--- src/rtl/rr_responder_if.sv ---
// rr_bus request/response interface: an initiator issues one request and
// waits for the matching response from the responder.
interface rr_bus #(
  parameter int AW = 2,
  parameter int DW = 8
) ();
  logic          req_valid;
  logic          req_ready;
  logic          req_write;
  logic [AW-1:0] req_addr;
  logic [DW-1:0] req_wdata;
  logic          resp_valid;
  logic          resp_ready;
  logic [DW-1:0] resp_rdata;

  modport responder (
    input  req_valid, req_write, req_addr, req_wdata, resp_ready,
    output req_ready, resp_valid, resp_rdata
  );

  modport initiator (
    output req_valid, req_write, req_addr, req_wdata, resp_ready,
    input  req_ready, resp_valid, resp_rdata
  );
endinterface

--- src/rtl/rr_responder.sv ---
// Single-outstanding responder on rr_bus: a small register file, a fixed
// response latency and a wrapping count of completed transactions.
//
// state | meaning
// IDLE  | ready for a request (req_ready=1)
// BUSY  | latency countdown, request side ignored
// RESP  | response presented, waiting for resp_ready
module rr_responder #(
  parameter int LATENCY = 2,
  parameter int AW      = 2,
  parameter int DW      = 8
) (
  input  logic       clk,
  input  logic       rst_n,
  rr_bus.responder   bus,
  output logic [7:0] done_count
);

  localparam int DEPTH = 1 << AW;
  localparam int CNT_INIT_I = (LATENCY > 0) ? LATENCY - 1 : 0;
  localparam logic [3:0] CNT_INIT = CNT_INIT_I[3:0];

  typedef enum logic [1:0] {
    IDLE = 2'd0,
    BUSY = 2'd1,
    RESP = 2'd2
  } state_t;

  state_t        state_q;
  logic [3:0]    cnt_q;
  logic [DW-1:0] rdata_q;
  logic [7:0]    done_q;
  logic [DW-1:0] mem_q [DEPTH];

  always_ff @(posedge clk or negedge rst_n) begin
    if (!rst_n) begin
      state_q <= IDLE;
      cnt_q   <= '0;
      rdata_q <= '0;
      done_q  <= '0;
      for (int i = 0; i < DEPTH; i++) mem_q[i] <= '0;
    end else begin
      case (state_q)
        IDLE: begin
          if (bus.req_valid) begin
            if (bus.req_write) begin
              mem_q[bus.req_addr] <= bus.req_wdata;
              rdata_q             <= bus.req_wdata;
            end else begin
              rdata_q <= mem_q[bus.req_addr];
            end
            cnt_q <= CNT_INIT;
            // Zero latency skips the countdown entirely.
            if (LATENCY == 0) state_q <= RESP;
            else              state_q <= BUSY;
          end
        end
        BUSY: begin
          if (cnt_q == 4'd0) state_q <= RESP;
          else               cnt_q   <= cnt_q - 4'd1;
        end
        RESP: begin
          if (bus.resp_ready) begin
            state_q <= IDLE;
            done_q  <= done_q + 8'd1;
          end
        end
        default: state_q <= IDLE;
      endcase
    end
  end

  assign bus.req_ready  = (state_q == IDLE);
  assign bus.resp_valid = (state_q == RESP);
  assign bus.resp_rdata = (state_q == RESP) ? rdata_q : '0;
  assign done_count     = done_q;

endmodule

--- src/flat_wrapper.sv ---
// flat-port wrapper written by rule: the top's interface ports become plain ports
module rr_responder_flat 
#(
  parameter int LATENCY = 2,
  parameter int AW      = 2,
  parameter int DW      = 8
)
  (clk, rst_n, done_count, bus_req_valid, bus_req_write, bus_req_addr, bus_req_wdata, bus_resp_ready, bus_req_ready, bus_resp_valid, bus_resp_rdata);
  rr_bus #(.AW(AW), .DW(DW)) bus_i ();
  input  logic clk;
  input  logic rst_n;
  output logic [7:0] done_count;
  input wire logic [$bits(bus_i.req_valid)-1:0] bus_req_valid;
  input wire logic [$bits(bus_i.req_write)-1:0] bus_req_write;
  input wire logic [$bits(bus_i.req_addr)-1:0] bus_req_addr;
  input wire logic [$bits(bus_i.req_wdata)-1:0] bus_req_wdata;
  input wire logic [$bits(bus_i.resp_ready)-1:0] bus_resp_ready;
  output wire logic [$bits(bus_i.req_ready)-1:0] bus_req_ready;
  output wire logic [$bits(bus_i.resp_valid)-1:0] bus_resp_valid;
  output wire logic [$bits(bus_i.resp_rdata)-1:0] bus_resp_rdata;
  assign bus_i.req_valid = bus_req_valid;
  assign bus_i.req_write = bus_req_write;
  assign bus_i.req_addr = bus_req_addr;
  assign bus_i.req_wdata = bus_req_wdata;
  assign bus_i.resp_ready = bus_resp_ready;
  assign bus_req_ready = bus_i.req_ready;
  assign bus_resp_valid = bus_i.resp_valid;
  assign bus_resp_rdata = bus_i.resp_rdata;
  rr_responder #(.LATENCY(LATENCY), .AW(AW), .DW(DW)) u_core (.clk(clk), .rst_n(rst_n), .bus(bus_i), .done_count(done_count));
endmodule
--- config.mk ---
export PLATFORM = sky130hd
export DESIGN_NAME = rr_responder_flat
export DESIGN_NICKNAME = d
export VERILOG_FILES = /design/src/rtl/rr_responder_if.sv /design/src/rtl/rr_responder.sv /design/src/flat_wrapper.sv
export SDC_FILE = /design/constraint.sdc
export NUM_CORES = 1
export LEC_CHECK = 0
export ABC_AREA = 1
export BUFFER_PORTS_ARGS = -buffer_cell sky130_fd_sc_hd__buf_2
export CAP_MARGIN = 30
export CORE_MARGIN = 4
export CORE_UTILIZATION = 55
export DETAILED_ROUTE_END_ITERATION = 7
export PLACE_DENSITY = 0.84
export SLEW_MARGIN = 0
export SYNTH_ARGS = -nofsm -noshare
export SYNTH_HDL_FRONTEND = slang
export SYNTH_SLANG_ARGS = --single-unit
--- constraint.sdc ---
create_clock -name clk -period 2.4 [get_ports clk]
set_input_delay 0.12 -clock clk [delete_from_list [all_inputs] [get_ports clk]]
set_output_delay 0.12 -clock clk [all_outputs]
set_load 0.01 [all_outputs]
# ---- After elaboration in Yosys (flattened, before gate mapping)
# Cells that the tools add are included.
dict set report classes {
  add_sub_neg 2
  eq_ne 6
  bitwise_logic 1
  n_reduce_logical 9
  magnitude_cmp 2
  muxes 15
}
# op count
set ops {}
lappend ops {{two-way mux 8 bit} 5}
lappend ops {{bitwise mux 32 bit} 1}
lappend ops {{binary-select mux 8 bit (select 2 bit)} 1}
lappend ops {{demux 8 bit (select 2 bit)} 1}
lappend ops {{AND reduction 3 bit} 3}
lappend ops {{adder 8 x 1 -> 8 bit, second input constant} 1}
lappend ops {{two-way mux 4 bit} 2}
lappend ops {{case mux 4 bit (2 select lines)} 1}
lappend ops {{two-way mux 2 bit} 3}
lappend ops {{inequality test 2 bit, second input constant} 3}
lappend ops {{case mux 2 bit (3 select lines)} 1}
lappend ops {{zero test 4 bit} 1}
lappend ops {{AND reduction 2 bit} 2}
lappend ops {{subtractor 4 x 1 -> 4 bit, second input constant} 1}
lappend ops {{greater-or-equal comparator 3 bit, second input constant} 1}
lappend ops {{less-than comparator 3 x 1 -> 1 bit, second input constant} 1}
lappend ops {{inverter 2 -> 3 bit} 1}
lappend ops {{== test 2 x 1 -> 1 bit, second input constant} 1}
lappend ops {{== test 2 bit, second input constant} 1}
lappend ops {{zero test 2 bit} 1}
lappend ops {{inequality test 2 x 1 -> 1 bit, second input constant} 1}
lappend ops {{nonzero test 2 bit} 1}
lappend ops {{logical AND 1 bit} 1}
dict set report word_totals {
  word_cells 43
  register_bits 54
  in_bits 15
  out_inout_bits 18
}

# ---- Depth between registers and ports, before layout
# Gate-level depths: netlist (run 1).
dict set report depth {
  depth_word 6
  depth_mapped 8
  depth_no_buf 7
}

# ---- Least setup slack after synthesis (run 1)
# Ideal clock, no wire load.
dict set report synth_timing {
  path_kind {register to register}
  startpoint {register u_core.state_q[1]}
  endpoint {register u_core.mem_q[0] in the netlist's numbering}
  stages_incl_launch_ff 8
  arrival_ns 1.167
  required_time_ns 2.277
  setup_time_ns 0.123
  setup_slack_ns 1.110
  cell_sequence {dfrtp_1 -> nor2_4 -> nand2_4 -> nor2_8 -> nand2_4 -> buf_6 -> nand2_1 -> o21ai_1}
}
dict set report synth_via {
  elab_chain_cells 2
}
# element line_no
set synth_rtl {}
lappend synth_rtl {{start: declaration} rr_responder.sv:29} ;# state_t state_q;
lappend synth_rtl {{start signal: assignment} rr_responder.sv:37} ;# state_q <= IDLE;
lappend synth_rtl {{start signal: assignment} rr_responder.sv:54} ;# if (LATENCY == 0) state_q <= RESP;
lappend synth_rtl {{start signal: assignment} rr_responder.sv:55} ;# else state_q <= BUSY;
lappend synth_rtl {{zero test 2 bit} n/a}
lappend synth_rtl {{via bus_req_ready} flat_wrapper.sv:18} ;# output wire logic [$bits(bus_i.req_ready)-1:0] bus_req_ready;
lappend synth_rtl {{AND reduction 3 bit (no source line)} n/a}
lappend synth_rtl {{end signal: indexed assignment} rr_responder.sv:47} ;# mem_q[bus.req_addr] <= bus.req_wdata;
lappend synth_rtl {{end: declaration} rr_responder.sv:33} ;# logic [DW-1:0] mem_q [DEPTH];
# The timed path passes the listed nets, and every way through them passes these cells.
# A chain may end at the register's enable or synchronous reset.

# ---- Worst setup path after layout (run 1)
dict set report layout_timing {
  startpoint {register u_core.state_q[0]}
  endpoint {output port bus_resp_rdata[7]}
}
dict set report layout_via {
  elab_chain_cells 2
}
# element line_no
set layout_rtl {}
lappend layout_rtl {{== test 2 bit} rr_responder.sv:75} ;# assign bus.resp_rdata = (state_q == RESP) ? rdata_q : '0;
lappend layout_rtl {{two-way mux 8 bit} rr_responder.sv:75}
lappend layout_rtl {{end: declaration} flat_wrapper.sv:20} ;# output wire logic [$bits(bus_i.resp_rdata)-1:0] bus_resp_rdata;
# No other way between the ends.

==> results of run 1 <==
[layer usage]
| layer | global-route usage, % | up-vias |
|---|---|---|
| met5 | 0 | - |
| met3 | 3.48 | 12 |
| li1 | - | 1132 |
| met1 | 25.9 | 984 |
| met4 | 7.47 | 0 |
| met2 | 33.5 | 26 |
[cells in the final DEF, fill, tap and decap left out, types with 2 or more instances in the layout]
| cell type | instances |
|---|---|
| nand4_1 | 3 |
| nand2_1 | 148 |
| nor2_1 | 22 |
| ha_1 | 2 |
| dfrtp_1 | 54 |
| o21ai_1 | 32 |
| clkinv_1 | 2 |
| a21oi_1 | 8 |
| clkbuf_1 | 2 |
| buf_4 | 2 |
| buf_2 | 32 |
| clkbuf_8 | 5 |
| nand2_4 | 5 |
| xor2_1 | 3 |
| nand3_1 | 14 |
| o21ai_0 | 4 |
| inv_1 | 30 |
[cell families (layout without fill, tap and decap cells)]
family / count (synthesis) / after routing
AND/OR/NAND/NOR: 195 / 195
flip-flops: 54 / 54
AO/OA/AOI/OAI: 45 / 45
buffers and inverters: 43 / 76
XOR/XNOR: 4 / 4
adder cells (fa/ha/maj): 2 / 2
[synth_stat cells, types with 2 or more instances]
master	n	share of area, %
xor2_1	3	0.99
a21oi_1	8	1.5
buf_2	5	0.94
nand3_1	14	2.6
buf_6	4	1.7
nand2_4	5	2.1
dfrtp_1	54	51
clkinv_1	2	0.28
nand4_1	3	0.71
nor2_1	22	3.1
inv_1	30	4.2
o21ai_0	4	0.75
ha_1	2	0.94
nand2_1	148	21
o21ai_1	32	6.0
[where the power goes]
group / switching [µW] / internal (µW) / total, µW
sequential: 235 / 1280 / 1510
clock: 283 / 312 / 595
combinational: 615 / 397 / 1010
total: 1130 / 1990 / 3120
[per-stage QoR]
| step | setup slack, ps | cell area, µm² | util, % | power (µW) |
|---|---|---|---|---|
| after floorplan | 1110 | 2660 | - | 2250 |
| after global placement | 889 | 2830 | 60.2 | 2480 |
| after detailed placement | 796 | 2830 | 60.2 | 2540 |
| after CTS | 898 | 2940 | 62.7 | 3140 |
| after global routing | 773 | 2940 | 62.7 | 3380 |
| final | 920 | 2940 | 62.7 | 3120 |
[flip-flops by register name (all words and copies together) (netlist names)]
name               count
u_core.cnt_q           4
u_core.done_count      8
u_core.mem_q          32
u_core.rdata_q         8
u_core.state_q         2
[final cells by class]
class,count,area share (%)
Sequential cell,54,45.9
Clock inverter,1,1.02
Clock buffer,7,2.59
Multi-Input combinational cell,246,37.7
Inverter,33,4.21
Tap cell,54,2.30
Timing Repair Buffer,35,6.29
[critical path, cell delays in order (launching register included)]
cell     delay [ps]
dfrtp_1         420
inv_1           100
nand2_1         220
nor2_1          170
buf_2           150
[path summary, 6_finish.rpt]
kind | to | depth (start not counted)
worst max-delay path | bus_resp_rdata[7] | 4
worst min-delay path | u_core.state_q[1]$_DFFE_PN0P_ | 2
worst max register to register | u_core.done_count[7]$_DFFE_PN0P_ | 6
worst min register to register | u_core.rdata_q[1]$_DFFE_PN0P_ | 2
max in group asynchronous | u_core.rdata_q[6]$_DFFE_PN0P_ | 3
min in group asynchronous | u_core.done_count[5]$_DFFE_PN0P_ | 3
[timing repair]
action / 4_1_cts / 5_1_grt
setup buffers: 0 / 0
hold buffers: 1 / 0
hold endpoints to repair: 54 / 0
gates resized for setup: 0 / 0
==> key figures, run 1 <==
Layout
  • Antenna Cells: 0
  • Sequential Area: between 0.001 and 0.0015 mm²
  • Multi-input gate area: between 0.001 and 0.0015 mm²
  • Layout cells sized above 1: approximately 13%
  • Filler cell count: 400
  • Area Overhead vs Synth: 10.7%
  • Fin nets: slightly below 400
  • Final std cells w/o fill: 430

Worst setup path
  • Reg2Reg Setup Slack: 960 ps
  • Worst Setup Path Type: reg -> out
  • Reg2Reg Launch Point: u_core.state_q[0]$_DFFE_PN0P_
  • Element type at the critical path end: primary output
  • Crit path launch: u_core.state_q[0]$_DFFE_PN0P_
  • Critical Path Start Type: register
  • Crit-path max FO: 10
  • Worst path required time: ~2300 ps
  • Crit path DAT: ~1400 ps

STA
  • Peak Freq: 676 MHz
  • Worst-Margin Slew: between 400 and 500 ps
  • Hold_ws: approximately 18 ps
  • Final cycle utilization of the critical path: 61.7%
  • Setup TNS: 0 ps
  • Slew Viols, Final: 0
  • Clock skew: around 6 ps
  • Final setup viols: 0
  • Slew headroom: a little under three quarters
  • Final hold vios: 0
  • Fin crit period: 1480 ps
  • RSZ-0062 raised after global routing: no

Synth
  • Syn_nets: between 300 and 400
  • Main combinational cell family by area after synthesis: simple AND/OR/NAND/NOR gates
  • Simple-Gate Fraction of Synth Area: between 30% and 40%
  • XOR/XNOR Fraction of Synth Area: roughly 1.3%
  • Synth Instances: roughly 340
  • Avg Inst Size Synth: around 7.7 µm²
  • Most used flip-flop cell after synthesis: dfrtp_1
  • Post-synthesis mux area share: 0%
  • Synth Area in Adders: less than 1%
  • Cell variety after synth: 22
  • Mapped cell area: ~0.0027 mm²
  • Area fraction in compound gates after synthesis: under 10%
  • Register bit total from synthesis: 54
  • Post-synth EDFFs: 0
  • Sequential fraction of the synthesis area: 50.8%
  • FFs w/ async S/R, synth: 100%
  • Yosys warns: 0

Outcome
  • Outcome: completed

Detailed routing
  • Routed wl met2: 2.67 mm
  • Top routing layer used: met4
  • Vias per inst: roughly 5
  • WL met3: 125 µm
  • DR DRC count: 0
  • Initial detailed-routing violation count: ~140
  • Final ANT Viol Nets: 0
  • Wire length per cell: roughly 13 µm
  • Total Wirelength: roughly 5.4 mm
  • Drt pass-1 iters: 4
  • Vias post-DR: approximately 2200
  • Met1 Routed Length: ~2.5 mm

Global route
  • Gr ovfl total: 0
  • Total GRT Usage: ~20%
  • First-pass GRT wire length: 9.57 mm
  • Largest net degree at the start of global routing: 30
  • Vias in the first global route: approximately 2100
  • Initial antenna violation count: 0

Clock tree
  • TritonCTS clock tree: built
  • Cts bufs inserted: 5
  • H-tree levels: 2
  • Clock sink total: 54
  • Max Root-Sink Buffers: 2
  • CTS root buffer: clkbuf_8
  • Clock latency on the worst-skew pair: roughly 310 ps
  • Worst-path clk slew: 90 ps

Min path
  • Min-delay src: bus_resp_ready
  • HP Class: in -> reg

Die
  • Top Ports: 33
  • Die height: approximately 78 µm
  • Initial Util: between 50% and 60%
  • # rows: 25
  • Die Width: between 70 and 80 µm
  • Full die area: 0.00601 mm²
  • Placeable Area: about 0.0047 mm²

Place
  • IO buf count: 32
  • Dpl cells: 421
  • Gpl congestion: roughly 0.9
  • Post-DP HPWL: a little under 4 mm

Flow run
  • Max Cap Viol: 0

Power
  • LEAKAGE: around 0.0017 µW
  • VDD IR max: roughly 0.00038 V
  • Power per Cell Area: around 1100 mW/mm²
(Power assumes the default switching activity.)
==> inputs of run 2 (changes only) <==
==> constraint.sdc (replaced) <==
create_clock -name clk -period 1.5 [get_ports clk]
set_input_delay 0.075 -clock clk [delete_from_list [all_inputs] [get_ports clk]]
set_output_delay 0.075 -clock clk [all_outputs]
set_load 0.01 [all_outputs]
==> key figures, run 2 (same netlist as run 1, synthesis figures left out) <==
Layout
  • Final std cells w/o fill: 433 (+0.70%)
  • Max reg flops: 32 (unchanged)
  • Commonest cells after routing, fill and taps aside: nand2_1, dfrtp_1, o21ai_1, buf_2, inv_1
  • Multi-input gate area: 0.00112 mm² (+0.68%)
  • Post-route cell area: 0.00298 mm² (+1.2%)
  • Layout cells sized above 1: 14.5% (+1.7 points)
  • Commonest non-fill, non-tap cell in the layout: nand2_1
  • Area Overhead vs Synth: 12.1%
  • Fin nets: 397 (+1.3%)
  • Biggest register: u_core.mem_q
  • Sequential Area: 0.00135 mm² (unchanged)
  • Antenna Cells: 0 (unchanged)
  • Filler cell count: 392 (-2.0%)

Worst setup path
  • Register-to-Register Path Depth: 6 (unchanged)
  • Crit-path max FO: 10 (unchanged)
  • Critical R2R Capture: u_core.done_count[4]$_DFFE_PN0P_
  • Critical Path Start Type: register
  • Reg2Reg Launch Point: u_core.state_q[0]$_DFFE_PN0P_
  • Reg2Reg Setup Slack: 170 ps (-790 ps)
  • Worst Setup Path Type: reg -> out
  • Crit path DAT: 1280 ps (-80 ps)
  • Element type at the critical path end: primary output
  • Worst path required time: 1420 ps (-860 ps)

Detailed routing
  • Met1 Routed Length: 2.41 mm (-4.1%)
  • DR DRC count: 0 (unchanged)
  • Total Wirelength: 5.53 mm (+1.8%)
  • Initial detailed-routing violation count: 204 (+43%)
  • Vias per inst: 5.21 (+4.1%)
  • Drt pass-1 iters: 4 (unchanged)
  • Final ANT Viol Nets: 0 (unchanged)
  • Top routing layer used: met4
  • WL met3: 194 µm (+55%)
  • Vias post-DR: 2257 (+4.8%)
  • Wire length per cell: 12.8 µm (+1.1%)
  • Routed wl met2: 2.82 mm (+5.6%)

Clock tree
  • H-tree levels: 2 (unchanged)
  • Cts bufs inserted: 5 (unchanged)
  • TritonCTS clock tree: built
  • CTS root buffer: clkbuf_8
  • Post-CTS Setup Bufs: 0 (unchanged)
  • Clock sink total: 54 (unchanged)
  • Max Root-Sink Buffers: 2 (unchanged)
  • Clock latency on the worst-skew pair: 300 ps (about the same)
  • Worst-path clk slew: 90 ps (about the same)

Place
  • Dpl cells: 425 (+0.95%)
  • Post-place setup slack: 129 ps (-667 ps)
  • Placed Area: 0.00287 mm² (+1.5%)
  • Post-DP HPWL: 3.85 mm (-3.1%)
  • Gpl congestion: 0.841 (-5.2%)
  • IO buf count: 32 (unchanged)

Power
  • Flop pwr share: 49.5% (+1.0 points)
  • Clock network power share: 16.2% (-2.9 points)
  • Net Sw Frac: 36.9% (+0.61 points)
  • Combinational Power Share: 34.3% (+1.9 points)
  • LEAKAGE: 0.00169 µW (+1.1%)
  • Power per Cell Area: 1630 mW/mm² (+54%)
  • VDD IR max: 0.000867 V (+130%)
  • Total net switching power: 1800 µW (+58%)
  • Internal Power: 3070 µW (+54%)

Min path
  • Hold depth: 3 (+1)
  • HP Class: in -> reg
  • Worst hold endpoint: u_core.mem_q[19]$_DFFE_PN0P_
  • Min-delay src: bus_req_wdata[3]

Die
  • Initial Util: 56.6% (unchanged)
  • Placeable Area: 0.00469 mm² (unchanged)
  • # rows: 25 (unchanged)
  • Top Ports: 33 (unchanged)
  • Die height: 77.5 µm (unchanged)
  • Full die area: 0.00601 mm² (unchanged)
  • Die Width: 77.5 µm (unchanged)

STA
  • Worst-Margin Slew: 288 ps (-141 ps)
  • Final hold vios: 0 (unchanged)
  • Hold_ws: 83.3 ps (+65.0 ps)
  • Setup TNS: 0 ps (unchanged)
  • Peak Freq: between 700 and 800 MHz
  • Slew headroom: 80.8% (+9.6 points)
  • Final setup viols: 0 (unchanged)
  • RSZ-0062 raised after global routing: no
  • Clock skew: 1.79 ps (-4.19 ps)
  • Slew Viols, Final: 0 (unchanged)
  • Final WS setup: 145 ps (-775 ps)
  • Fin crit period: around 1400 ps
  • Final cycle utilization of the critical path: roughly nine tenths

Global route
  • Largest net degree at the start of global routing: 55 (+83%)
  • Gr ovfl total: 0 (unchanged)
  • Initial antenna violation count: 0 (unchanged)
  • Vias in the first global route: 2228 (+4.4%)
  • First-pass GRT wire length: 9.86 mm (+3.0%)
  • Total GRT Usage: 20.4% (+0.42 points)

Outcome
  • Outcome: completed

Flow run
  • Max Cap Viol: 0 (unchanged)
-- run 2: critical path, cell delays in order, from the launching register on --
cell and delay [ps]:
dfrtp_1 420, inv_1 110, nand2_2 150, nor2_1 160
buf_2 150
-- run 2: power groups by stage --
stage          combinational [µW]  sequential [µW]  clock, µW
3_3_place_gp                 1580             2390          0
3_5_place_dp                 1660             2420          0
2_1_floorplan                1240             2360          0
6_report                     1670             2410        787
5_1_grt                      1960             2460        864
4_1_cts                      1670             2400        811
-- run 2: worst max-delay path by stage --
stage / to / slack (ps) / from / cells after the start
CTS: bus_resp_rdata[2] / 4 / u_core.state_q[0]$_DFFE_PN0P_ / 4
global route: u_core.cnt_q[0]$_DFFE_PN0P_ / 20 / u_core.cnt_q[0]$_DFFE_PN0P_ / 7
detailed placement: u_core.done_count[7]$_DFFE_PN0P_ / 130 / u_core.state_q[0]$_DFFE_PN0P_ / 6
global placement: u_core.done_count[7]$_DFFE_PN0P_ / 210 / u_core.state_q[0]$_DFFE_PN0P_ / 6
finish: bus_resp_rdata[2] / 150 / u_core.state_q[0]$_DFFE_PN0P_ / 4
floorplan: u_core.mem_q[14]$_DFFE_PN0P_ / 210 / u_core.state_q[1]$_DFFE_PN0P_ / 7
-- run 2: area by class of cell --
class,count,area share [%]
Sequential cell,54,45.4
Clock buffer,6,2.77
Multi-Input combinational cell,246,37.5
Inverter,33,4.16
Timing Repair Buffer,40,7.98
Tap cell,54,2.27
-- run 2: timing repair --
action	in CTS	in global routing
resized for setup	0	3
endpoints found under the hold margin	55	0
endpoints found under the setup margin	0	12
hold buffers	2	0
-- run 2: through the flow --
stage	total power, µW	util, %
after detailed placement	4080	61.1
final	4860	63.5
after floorplan	3600	-
after global routing	5280	63.5
after CTS	4880	63.3
after global placement	3970	61.1
-- run 2: routing by layer --
layer,global-route usage [%],vias up
met3,3.60,13
met1,25.6,1063
met2,35.5,49
li1,-,1132
met5,0,-
met4,6.94,0
==> inputs of run 3 (changes only) <==
==> constraint.sdc (replaced) <==
create_clock -name clk -period 1.57 [get_ports clk]
set_input_delay 0.0785 -clock clk [delete_from_list [all_inputs] [get_ports clk]]
set_output_delay 0.0785 -clock clk [all_outputs]
set_load 0.01 [all_outputs]
==> key figures, run 3 (same netlist as run 1, synthesis figures left out) <==
Detailed routing
  • DR DRC count: 0 (unchanged)
  • Total Wirelength: 5.54 mm (+0.24%)
  • Wire length per cell: 12.8 µm (about the same)
  • Vias post-DR: 2230 (-1.2%)
  • Initial detailed-routing violation count: 164 (-20%)
  • Drt pass-1 iters: 5 (+1)
  • Final ANT Viol Nets: 0 (unchanged)
  • Vias per inst: 5.14 (-1.4%)

Clock tree
  • CTS root buffer: clkbuf_8
  • Max Root-Sink Buffers: 2 (unchanged)
  • Cts bufs inserted: 5 (unchanged)
  • H-tree levels: 2 (unchanged)
  • Clock sink total: 54 (unchanged)
  • Post-CTS Setup Bufs: 0 (unchanged)
  • TritonCTS clock tree: built
  • Worst-path clk slew: 90 ps (about the same)
  • Clock latency on the worst-skew pair: 300 ps (about the same)

Power
  • Flop pwr share: 50.1% (+0.6 points)
  • Internal Power: 2890 µW (-5.8%)
  • Total net switching power: 1690 µW (-5.9%)
  • Combinational Power Share: 34.4% (about the same)
  • LEAKAGE: 0.00168 µW (-0.55%)
  • Net Sw Frac: 36.9% (about the same)
  • Clock network power share: 15.5% (-0.7 points)
  • VDD IR max: 0.000740 V (-15%)
  • Power per Cell Area: 1550 mW/mm² (-5.1%)

Min path
  • Worst hold endpoint: u_core.mem_q[1]$_DFFE_PN0P_
  • HP Class: in -> reg
  • Min-delay src: bus_req_wdata[1]
  • Hold depth: 3 (unchanged)

Die
  • Full die area: 0.00601 mm² (unchanged)
  • Die height: 77.5 µm (unchanged)
  • # rows: 25 (unchanged)
  • Top Ports: 33 (unchanged)
  • Initial Util: 56.6% (unchanged)
  • Placeable Area: 0.00469 mm² (unchanged)
  • Die Width: 77.5 µm (unchanged)

Global route
  • Vias in the first global route: 2159 (-3.1%)
  • Initial antenna violation count: 0 (unchanged)
  • Largest net degree at the start of global routing: 22 (-60%)
  • Total GRT Usage: 20.3% (-0.085 points)
  • First-pass GRT wire length: 9.84 mm (-0.21%)
  • Gr ovfl total: 0 (unchanged)

STA
  • Final hold vios: 0 (unchanged)
  • Setup TNS: 0 ps (unchanged)
  • RSZ-0062 raised after global routing: no
  • Final cycle utilization of the critical path: around 87%
  • Hold_ws: 90.3 ps (+6.97 ps)
  • Clock skew: 6.37 ps (+4.58 ps)
  • Peak Freq: roughly 740 MHz
  • Slew headroom: 69.7% (-11 points)
  • Final setup viols: 0 (unchanged)
  • Fin crit period: between 1000 and 1500 ps
  • Slew Viols, Final: 0 (unchanged)
  • Worst-Margin Slew: 454 ps (+166 ps)

Worst setup path
  • Crit path DAT: 1280 ps (about the same)
  • Reg2Reg Setup Slack: 240 ps (+70 ps)
  • Worst path required time: 1490 ps (+70 ps)
  • Crit-path max FO: 10 (unchanged)
  • Reg2Reg Launch Point: u_core.state_q[0]$_DFFE_PN0P_
  • Worst Setup Path Type: reg -> out
  • Register-to-Register Path Depth: 6 (unchanged)
  • Critical Path Start Type: register
  • Element type at the critical path end: primary output
  • Critical R2R Capture: u_core.done_count[4]$_DFFE_PN0P_

Place
  • Gpl congestion: 0.857 (+1.9%)
  • Post-DP HPWL: 3.88 mm (+0.76%)
  • Placed Area: 0.00286 mm² (-0.44%)
  • IO buf count: 32 (unchanged)

Layout
  • Antenna Cells: 0 (unchanged)
  • Filler cell count: 413 (+5.4%)
  • Max reg flops: 32 (unchanged)
  • Post-route cell area: 0.00296 mm² (-0.71%)
  • Fin nets: 397 (unchanged)
  • Layout cells sized above 1: 13.9% (-0.56 points)
  • Sequential Area: 0.00135 mm² (unchanged)
  • Multi-input gate area: 0.00111 mm² (-0.22%)
  • Commonest non-fill, non-tap cell in the layout: nand2_1
  • Biggest register: u_core.mem_q
  • Commonest cells after routing, fill and taps aside: nand2_1, dfrtp_1, o21ai_1, buf_2, inv_1
  • Area Overhead vs Synth: 11.3%

Flow run
  • Max Cap Viol: 0 (unchanged)

Outcome
  • Outcome: completed
==> run 3: cell type report <==
cell class	count	area share (%)
sequential	54	45.7
multi-input combinational	246	37.6
timing repair buffer	40	7.61
inverter	33	4.19
clock buffer	7	2.58
tap	54	2.28
==> run 3: layer usage <==
metal,share of wire (%),global-route usage [%]
met3,4.8,3.13
met5,0,0
met4,1.7,6.41
met1,43,25.7
met2,51,35.7
==> run 3: critical path, cell delays in order, from the launching register on <==
cell and delay [ps]:
dfrtp_1 410, inv_1 120, nand2_2 150, nor2_1 150
buf_2 150
==> run 3: power by group through the flow <==
stage               Clock, µW  Combinational, µW  Sequential (µW)
finish                    710               1570             2290
global route              774               1850             2360
CTS                       733               1580             2280
detailed placement          0               1570             2310
global placement            0               1500             2290
floorplan                   0               1190             2260
==> run 3: worst max-delay path by stage <==
| stage | from | end | slack [ps] |
|---|---|---|---|
| floorplan | u_core.state_q[1]$_DFFE_PN0P_ | u_core.mem_q[14]$_DFFE_PN0P_ | 280 |
| global placement | u_core.state_q[0]$_DFFE_PN0P_ | u_core.done_count[7]$_DFFE_PN0P_ | 290 |
| detailed placement | u_core.state_q[0]$_DFFE_PN0P_ | u_core.done_count[7]$_DFFE_PN0P_ | 220 |
| CTS | u_core.state_q[0]$_DFFE_PN0P_ | bus_resp_rdata[3] | 110 |
| global route | u_core.state_q[0]$_DFFE_PN0P_ | u_core.done_count[7]$_DFFE_PN0P_ | 40 |
| finish | u_core.state_q[0]$_DFFE_PN0P_ | bus_resp_rdata[4] | 210 |
==> run 3: through the flow <==
| step | setup slack [ps] | utilization, % | power (µW) | std cells |
|---|---|---|---|---|
| after global placement | 295 | 60.9 | 3790 | 425 |
| after global routing | 39.2 | 63.0 | 4990 | 434 |
| after floorplan | 280 | - | 3440 | 343 |
| after CTS | 108 | 62.9 | 4600 | 434 |
| final | 211 | 63.0 | 4580 | 434 |
| after detailed placement | 216 | 60.9 | 3890 | 425 |
==> run 3: timing repair <==
| item | 4_1_cts | 5_1_grt |
|---|---|---|
| endpoints found under the hold margin | 20 | 0 |
| hold buffers | 2 | 0 |
| gates resized for setup | 0 | 2 |
| endpoints found under the setup margin | 0 | 5 |
